`config.mk`:
```
export PLATFORM = sky130hd
export DESIGN_NAME = fb_scanout_flat
export DESIGN_NICKNAME = d
export VERILOG_FILES = /design/src/rtl/fb_scanout_if.sv /design/src/rtl/fb_scanout.sv /design/src/flat_wrapper.sv
export SDC_FILE = /design/constraint.sdc
export NUM_CORES = 1
export LEC_CHECK = 0
export CAP_MARGIN = 0
export CORE_MARGIN = 3
export CORE_UTILIZATION = 46
export CTS_CLUSTER_DIAMETER = 150
export DETAILED_ROUTE_END_ITERATION = 7
export PLACE_DENSITY = 0.75
export SETUP_SLACK_MARGIN = 0.3
export SYNTH_ARGS = -nofsm -noshare
export SYNTH_HDL_FRONTEND = slang
export SYNTH_SLANG_ARGS = --single-unit
```
`constraint.sdc`:
```
create_clock -name clk -period 1.9 [get_ports clk]
set_clock_uncertainty 0.2 [all_clocks]
set_input_delay 0.38 -clock clk [delete_from_list [all_inputs] [get_ports clk]]
set_output_delay 0.38 -clock clk [all_outputs]
set_load 0.01 [all_outputs]
```
`src/rtl/fb_scanout_if.sv`:
```
// Framebuffer read port plus pixel-serial video stream of the raster scanout stage.
// master = scanout side (drives addresses and video), slave = framebuffer/PHY side.
interface fb_scanout_if #(
   parameter int XW = 10,
   parameter int YW = 9
);
   logic [XW-1:0] fb_x;
   logic [YW-1:0] fb_y;
   logic          fb_data;
   logic          pix;
   logic          hsync;
   logic          vsync;
   logic          de;
   logic          frame_start;

   modport master (
      output fb_x, fb_y, pix, hsync, vsync, de, frame_start,
      input  fb_data
   );

   modport slave (
      input  fb_x, fb_y, pix, hsync, vsync, de, frame_start,
      output fb_data
   );
endinterface

```
`src/rtl/fb_scanout.sv`:
```
// Raster scanout: video timing counters, 1bpp framebuffer read addressing and sync/de realignment.
// Optional FB_SCANOUT_PIXEL_DOUBLE_EN: halves fb_x/fb_y so each framebuffer pixel fills a 2x2 block.
module fb_scanout #(
   parameter int H_ACTIVE   = 640,
   parameter int H_FP       = 16,
   parameter int H_SYNC     = 96,
   parameter int H_BP       = 48,
   parameter int V_ACTIVE   = 480,
   parameter int V_FP       = 10,
   parameter int V_SYNC     = 2,
   parameter int V_BP       = 33,
   parameter int SYNC_POL   = 0,
   parameter int FB_WIDTH   = 1024,
   parameter int FB_HEIGHT  = 512,
   parameter int FB_LATENCY = 2
) (
   input  logic         clk,
   input  logic         rst,
   fb_scanout_if.master bus
);
   localparam int H_TOTAL = H_ACTIVE + H_FP + H_SYNC + H_BP;
   localparam int V_TOTAL = V_ACTIVE + V_FP + V_SYNC + V_BP;
   localparam int HW = $clog2(H_TOTAL + 1);
   localparam int VW = $clog2(V_TOTAL + 1);
   localparam int XW = (FB_WIDTH > 2) ? $clog2(FB_WIDTH - 1) : 1;
   localparam int YW = (FB_HEIGHT > 2) ? $clog2(FB_HEIGHT - 1) : 1;

   localparam logic [HW-1:0] H_MAX      = HW'(H_TOTAL - 1);
   localparam logic [HW-1:0] H_ACT_END  = HW'(H_ACTIVE);
   localparam logic [HW-1:0] HS_START   = HW'(H_ACTIVE + H_FP);
   localparam logic [HW-1:0] HS_END     = HW'(H_ACTIVE + H_FP + H_SYNC);
   localparam logic [VW-1:0] V_MAX      = VW'(V_TOTAL - 1);
   localparam logic [VW-1:0] V_ACT_END  = VW'(V_ACTIVE);
   localparam logic [VW-1:0] VS_START   = VW'(V_ACTIVE + V_FP);
   localparam logic [VW-1:0] VS_END     = VW'(V_ACTIVE + V_FP + V_SYNC);
   localparam logic          SYNC_ACT   = (SYNC_POL != 0);

`ifdef FB_SCANOUT_PIXEL_DOUBLE_EN
   localparam int H_FB_NEED = H_ACTIVE / 2;
   localparam int V_FB_NEED = V_ACTIVE / 2;
`else
   localparam int H_FB_NEED = H_ACTIVE;
   localparam int V_FB_NEED = V_ACTIVE;
`endif

   generate
      if (H_FB_NEED > FB_WIDTH) begin : g_chk_width
         $error("fb_scanout: active width exceeds FB_WIDTH");
      end
      if (V_FB_NEED > FB_HEIGHT) begin : g_chk_height
         $error("fb_scanout: active height exceeds FB_HEIGHT");
      end
      if (FB_LATENCY < 1 || FB_LATENCY > 4) begin : g_chk_latency
         $error("fb_scanout: FB_LATENCY must be within 1..4");
      end
   endgenerate

   logic [HW-1:0] r_hcnt;
   logic [VW-1:0] r_vcnt;

   // Line-end and frame-end wrap on the same edge, so the raster never idles.
   always_ff @(posedge clk) begin
      if (rst) begin
         r_hcnt <= '0;
         r_vcnt <= '0;
      end else if (r_hcnt == H_MAX) begin
         r_hcnt <= '0;
         r_vcnt <= (r_vcnt == V_MAX) ? '0 : r_vcnt + 1'b1;
      end else begin
         r_hcnt <= r_hcnt + 1'b1;
      end
   end

   logic       w_h_act;
   logic       w_v_act;
   logic       w_de_raw;
   logic       w_hs_raw;
   logic       w_vs_raw;
   logic       w_fs_raw;
   logic [3:0] w_raw;

   assign w_h_act  = (r_hcnt < H_ACT_END);
   assign w_v_act  = (r_vcnt < V_ACT_END);
   assign w_de_raw = w_h_act && w_v_act;
   assign w_hs_raw = (r_hcnt >= HS_START) && (r_hcnt < HS_END);
   assign w_vs_raw = (r_vcnt >= VS_START) && (r_vcnt < VS_END);
   assign w_fs_raw = (r_hcnt == '0) && (r_vcnt == '0);
   assign w_raw    = {w_de_raw, w_hs_raw, w_vs_raw, w_fs_raw};

   logic [HW-1:0] w_x_src;
   logic [VW-1:0] w_y_src;

`ifdef FB_SCANOUT_PIXEL_DOUBLE_EN
   assign w_x_src = r_hcnt >> 1;
   assign w_y_src = r_vcnt >> 1;
`else
   assign w_x_src = r_hcnt;
   assign w_y_src = r_vcnt;
`endif

   // Addresses are combinational so the framebuffer's own latency is the only delay to match.
   assign bus.fb_x = w_h_act ? XW'(w_x_src) : '0;
   assign bus.fb_y = w_v_act ? YW'(w_y_src) : '0;

   // Timing delay line, FB_LATENCY stages; cleared state means every signal inactive.
   genvar gi;
   generate
      for (gi = 0; gi < FB_LATENCY; gi++) begin : g_dly
         logic [3:0] r_q;
         logic [3:0] w_d;
         if (gi == 0) begin : g_first
            assign w_d = w_raw;
         end else begin : g_next
            assign w_d = g_dly[gi-1].r_q;
         end
         always_ff @(posedge clk) begin
            if (rst) begin
               r_q <= '0;
            end else begin
               r_q <= w_d;
            end
         end
      end
   endgenerate

   logic [3:0] w_dly_out;
   assign w_dly_out = g_dly[FB_LATENCY-1].r_q;

   assign bus.de          = w_dly_out[3];
   assign bus.pix         = w_dly_out[3] & bus.fb_data;
   assign bus.hsync       = w_dly_out[2] ? SYNC_ACT : ~SYNC_ACT;
   assign bus.vsync       = w_dly_out[1] ? SYNC_ACT : ~SYNC_ACT;
   assign bus.frame_start = w_dly_out[0];
endmodule

```
`src/flat_wrapper.sv`:
```
// flat-port wrapper written by rule: the top's interface ports become plain ports
module fb_scanout_flat 
#(
   parameter int H_ACTIVE   = 640,
   parameter int H_FP       = 16,
   parameter int H_SYNC     = 96,
   parameter int H_BP       = 48,
   parameter int V_ACTIVE   = 480,
   parameter int V_FP       = 10,
   parameter int V_SYNC     = 2,
   parameter int V_BP       = 33,
   parameter int SYNC_POL   = 0,
   parameter int FB_WIDTH   = 1024,
   parameter int FB_HEIGHT  = 512,
   parameter int FB_LATENCY = 2
)
  (clk, rst, bus_fb_x, bus_fb_y, bus_pix, bus_hsync, bus_vsync, bus_de, bus_frame_start, bus_fb_data);
  fb_scanout_if bus_i ();
  input  logic clk;
  input  logic rst;
  output wire logic [$bits(bus_i.fb_x)-1:0] bus_fb_x;
  output wire logic [$bits(bus_i.fb_y)-1:0] bus_fb_y;
  output wire logic [$bits(bus_i.pix)-1:0] bus_pix;
  output wire logic [$bits(bus_i.hsync)-1:0] bus_hsync;
  output wire logic [$bits(bus_i.vsync)-1:0] bus_vsync;
  output wire logic [$bits(bus_i.de)-1:0] bus_de;
  output wire logic [$bits(bus_i.frame_start)-1:0] bus_frame_start;
  input wire logic [$bits(bus_i.fb_data)-1:0] bus_fb_data;
  assign bus_fb_x = bus_i.fb_x;
  assign bus_fb_y = bus_i.fb_y;
  assign bus_pix = bus_i.pix;
  assign bus_hsync = bus_i.hsync;
  assign bus_vsync = bus_i.vsync;
  assign bus_de = bus_i.de;
  assign bus_frame_start = bus_i.frame_start;
  assign bus_i.fb_data = bus_fb_data;
  fb_scanout #(.H_ACTIVE(H_ACTIVE), .H_FP(H_FP), .H_SYNC(H_SYNC), .H_BP(H_BP), .V_ACTIVE(V_ACTIVE), .V_FP(V_FP), .V_SYNC(V_SYNC), .V_BP(V_BP), .SYNC_POL(SYNC_POL), .FB_WIDTH(FB_WIDTH), .FB_HEIGHT(FB_HEIGHT), .FB_LATENCY(FB_LATENCY)) u_core (.clk(clk), .rst(rst), .bus(bus_i));
endmodule
```
==> metrics.txt <==
# TYPE chip_impl_metric gauge
chip_impl_metric{name="timing.max_slew.rel_slack",unit=""} 0.727
chip_impl_metric{name="antenna_found_initial",unit=""} 0
chip_impl_metric{name="ir_drop",unit="mV"} 0.274
chip_impl_metric{name="syn_avg_cell_area",unit="um2"} 8.78
chip_impl_metric{name="timing.final.crit_share",unit=""} 1.04
chip_impl_metric{name="synthDistinctLibCells",unit=""} 30
chip_impl_metric{name="timing.hold.worst_path_depth",unit=""} 1
chip_impl_metric{name="setup_viol_count_final",unit=""} 17
chip_impl_metric{name="proportion_of_synthesized_chip_area_in_sequential_cells",unit=""} 0.389
chip_impl_metric{name="wl_per_cell",unit="um"} 18.4
chip_impl_info{name="hold_end",value="u_core.g_dly[1].r_q[1]"} 1
chip_impl_metric{name="die-width",unit="um"} 62.0
chip_impl_metric{name="grt_usage",unit=""} 0.235
chip_impl_info{name="critPathKind",value="reg2out"} 1
chip_impl_metric{name="p_leak",unit="nW"} 1.06
chip_impl_metric{name="via_to_cell_ratio",unit=""} 5.51
chip_impl_info{name="violations",value="setup timing"} 1
chip_impl_metric{name="cts_hold_repair.buffers",unit=""} 0
chip_impl_metric{name="synth_cells",unit=""} 164
chip_impl_metric{name="max_freq",unit="MHz"} 508
chip_impl_metric{name="io_buffers",unit=""} 26
chip_impl_metric{name="mappedNetlistNets",unit=""} 171
chip_impl_metric{name="compound_gate_portion_of_the_synthesized_area",unit=""} 0.0182
chip_impl_metric{name="post-route-worst-setup-slack",unit="ps"} -68.3
chip_impl_info{name="worst_setup_path_end_kind",value="output port"} 1
chip_impl_metric{name="num-nets-final",unit=""} 238
chip_impl_metric{name="sw_frac_of_total",unit=""} 0.240
chip_impl_metric{name="timing.critical_path.fanout_max",unit=""} 5
chip_impl_info{name="yosys.area.top_type",value="sky130_fd_sc_hd__dfxtp_1"} 1
chip_impl_info{name="root_cell_of_the_clock_tree",value="sky130_fd_sc_hd__clkbuf_4"} 1
chip_impl_metric{name="grt_pass1_wl",unit="um"} 6530
chip_impl_info{name="worst_path_max_delay_cell",value="sky130_fd_sc_hd__dfxtp_2"} 1
chip_impl_info{name="worstReg2RegEnd",value="u_core.r_vcnt[9]"} 1
chip_impl_metric{name="die_y",unit="um"} 62.0
chip_impl_metric{name="antenna_left",unit=""} 0
chip_impl_info{name="startpoint_of_the_worst_hold_path",value="u_core.g_dly[0].r_q[1]"} 1
chip_impl_metric{name="coreArea",unit="um2"} 2880
chip_impl_metric{name="worst_skew_pair.late_latency",unit="ps"} 330
chip_impl_info{name="tritoncts",value="built"} 1
chip_impl_metric{name="async_flop_share",unit=""} 0
chip_impl_metric{name="post_synth_instance_area",unit="um2"} 1440
chip_impl_metric{name="drcViolationCount",unit=""} 0
chip_impl_info{name="holdCritPathClass",value="reg2reg"} 1
chip_impl_info{name="combinational_family_with_the_most_area_after_synthesis",value="simple AND/OR/NAND/NOR gates"} 1
chip_impl_metric{name="clk_path_buf_depth",unit=""} 2
chip_impl_metric{name="power.share.sequential",unit=""} 0.629
chip_impl_metric{name="dp.final_hpwl",unit="um"} 2620
chip_impl_metric{name="period_needed",unit="ps"} 1970
chip_impl_info{name="synth.top_cells.by_area",value="sky130_fd_sc_hd__dfxtp_1, sky130_fd_sc_hd__and2_1, sky130_fd_sc_hd__xnor2_1, sky130_fd_sc_hd__xor2_1, sky130_fd_sc_hd__nor2_1"} 1
chip_impl_info{name="yosysMostFrequentCell",value="sky130_fd_sc_hd__dfxtp_1"} 1
chip_impl_metric{name="timing.critical_path.arrival",unit="ps"} 1390
chip_impl_metric{name="cp_data_required_time",unit="ps"} 1320
chip_impl_info{name="cell_by_cell_listing_of_the_critical_path",value="nand4_1 -> and2_4 -> and2_4 -> buf_6"} 1
chip_impl_metric{name="power-per-cell-area",unit="nW/um2"} 411
chip_impl_metric{name="fillCellCount",unit=""} 147
chip_impl_metric{name="route.vias.total",unit=""} 1494
chip_impl_metric{name="floorplan.initialDensity",unit=""} 0.501
chip_impl_metric{name="first_global_vias",unit=""} 1356
chip_impl_metric{name="timing.max_cap.violations",unit=""} 0
chip_impl_info{name="worst_path_most_repeated_cell",value="sky130_fd_sc_hd__and2_4"} 1
chip_impl_metric{name="place.detailed.instances",unit=""} 252
chip_impl_info{name="synth.top_cells.by_count",value="sky130_fd_sc_hd__dfxtp_1, sky130_fd_sc_hd__and2_1, sky130_fd_sc_hd__nor2_1"} 1
chip_impl_metric{name="share_of_synthesized_area_spent_on_multiplexers",unit=""} 0.0148
chip_impl_metric{name="placement_stage_worst_setup_slack",unit="ps"} -142
chip_impl_metric{name="num_rows",unit=""} 19
chip_impl_metric{name="area_growth",unit="%"} 62.9
chip_impl_metric{name="r2r.worst_path.cells",unit=""} 4
chip_impl_metric{name="ioPinCount",unit=""} 27
chip_impl_metric{name="drtPass1Iterations",unit=""} 4
chip_impl_metric{name="yosysWarningCount",unit=""} 0
chip_impl_metric{name="detail_route.iter0.violations",unit=""} 87
chip_impl_info{name="postSynth.topFlopCell",value="sky130_fd_sc_hd__dfxtp_1"} 1
chip_impl_metric{name="maximum_number_of_pins_on_one_net_before_global_route_repair",unit=""} 15
chip_impl_metric{name="synth_xor_xnor_area_share",unit=""} 0.0973
chip_impl_metric{name="critical_path.n_buffers_inverters",unit=""} 1
chip_impl_info{name="timing.critical_path.from_type",value="flip-flop"} 1
chip_impl_metric{name="clock_sink_count",unit=""} 28
chip_impl_metric{name="synth_simple_gate_area_share",unit=""} 0.390
chip_impl_metric{name="layout-drive-gt1-share",unit=""} 0.537
chip_impl_info{name="rsz_0062_raised_after_global_routing",value="true"} 1
chip_impl_metric{name="clk_transition_reported_paths",unit="ps"} 150
chip_impl_info{name="status",value="complete, but fails checks"} 1
chip_impl_metric{name="die_area",unit="um2"} 3840
chip_impl_metric{name="p_switching",unit="uW"} 231
chip_impl_metric{name="clock_power_share",unit=""} 0.257
chip_impl_metric{name="wirelength",unit="um"} 4990
chip_impl_metric{name="area_share_of_fa_ha_maj_cells_after_synthesis",unit=""} 0.0348
chip_impl_metric{name="synth_enable_flop_cells",unit=""} 0
chip_impl_info{name="rr_startpoint",value="u_core.r_hcnt[7]"} 1
chip_impl_metric{name="cts_made_buffers",unit=""} 3
chip_impl_metric{name="setup.reg_to_reg.worst_slack",unit="ps"} -60
chip_impl_metric{name="diodes",unit=""} 0
chip_impl_metric{name="grt.overflow.total",unit=""} 0
chip_impl_metric{name="intPower",unit="uW"} 734
chip_impl_metric{name="tightestPinTransition",unit="ps"} 406
chip_impl_metric{name="final-hold-violation-count",unit=""} 0
chip_impl_metric{name="synth.top_cell.area_share",unit=""} 0.389
chip_impl_metric{name="cp_slowest_stage_delay",unit="ps"} 370
chip_impl_metric{name="htreeDepth",unit=""} 1
chip_impl_info{name="timing.critical_path.max_delay_family",value="simple AND/OR/NAND/NOR gates"} 1
chip_impl_metric{name="timing_max_transition_violations_final",unit=""} 0
chip_impl_metric{name="ys_seq_elements",unit=""} 28
chip_impl_metric{name="place_congestion",unit=""} 0.915
chip_impl_metric{name="fin_cells",unit=""} 271
chip_impl_metric{name="gate_power_share",unit=""} 0.114
## routing by layer
metal / vias up / wire, um / track usage / part of all wire
li1: 685 / - / - / -
met1: 714 / 2060 / 0.297 / 0.41
met2: 73 / 2480 / 0.396 / 0.50
met3: 22 / 249 / 0.0372 / 0.050
met4: 0 / 194 / 0.0939 / 0.039
met5: - / 0 / 0 / 0
## through the flow
step / util / power [mW] / instance area, um2 / hold slack, ps / TNS [ps]
floorplan: - / 0.655 / 1470 / 214 / -84.8
global placement: 0.679 / 0.692 / 1950 / 218 / -729
detailed placement: 0.679 / 0.695 / 1950 / 226 / -1050
CTS: 0.740 / 0.934 / 2130 / 255 / -80.8
global route: 0.816 / 0.989 / 2350 / 261 / -1600
finish: 0.816 / 0.965 / 2350 / 252 / -642
## repair_timing
action / CTS / global route
gates cloned: 1 / 0
endpoints found under the setup margin: 43 / 39
setup buffers: 7 / 8
pin swaps: 21 / 13
resized for setup: 134 / 35
hold endpoints to repair: 0 / 0
## flip-flops by register name (all words and copies together), names as in the netlist
name,cells
u_core.g_dly.r_q,8
u_core.r_hcnt,10
u_core.r_vcnt,10
## power by group through the flow
| stage | clock network (mW) | registers, mW | logic (mW) |
|---|---|---|---|
| global placement | 0 | 0.616 | 0.0762 |
| CTS | 0.245 | 0.606 | 0.0827 |
| detailed placement | 0 | 0.617 | 0.0780 |
| global route | 0.264 | 0.608 | 0.117 |
| floorplan | 0 | 0.618 | 0.0368 |
| finish | 0.248 | 0.607 | 0.110 |
## kinds of logic after synthesis
logic type,count (synthesis)
AOI/OAI and AO/OA,2
xor gates and xnor gates,16
adders and majority gates,4
buffers and inverters,18
DFF,28
muxes,2
and+or+nand+nor,94
## worst max path at each step
stage / cells past startpoint / slack, ps / end / startpoint
3_5_place_dp: 4 / -140 / bus_fb_y[1] / u_core.r_vcnt[8]
3_3_place_gp: 3 / -150 / bus_pix / bus_fb_data
4_1_cts: 4 / -30 / u_core.r_vcnt[9] / u_core.r_hcnt[7]
2_1_floorplan: 5 / -80 / u_core.r_vcnt[9] / u_core.r_hcnt[5]
6_report: 4 / -70 / bus_fb_y[0] / u_core.r_vcnt[7]
5_1_grt: 4 / -160 / u_core.r_vcnt[9] / u_core.r_vcnt[3]
## area by class of cell
cell class | count | area [um2] | share of cell area
multi-input combinational | 119 | 1030 | 0.439
timing repair buffer | 71 | 636 | 0.271
sequential | 28 | 574 | 0.245
tap | 42 | 52.6 | 0.0224
inverter | 8 | 30.0 | 0.0128
clock buffer | 3 | 22.5 | 0.00960
## layout by cell type, fill, tap and decap left out, drive strengths merged
master and count:
xor2 8, ha 4, nand2 8, clkdlybuf4s15 2
xnor2 8, inv 8, dlygate4sd2 4, dfxtp 28
and4 2, or3 1, mux2i 1, nor4 9
nand4b 1, buf 64, or4b 2, nand4 10
nor2 18, o31ai 1, nor2b 7, nor3 3
and2 20, clkdlybuf4s50 1, clkbuf 3, and3 7
mux2 1, nor4b 1, nand3 5, o21ai 1
nand3b 1
(Power assumes the default switching activity.)
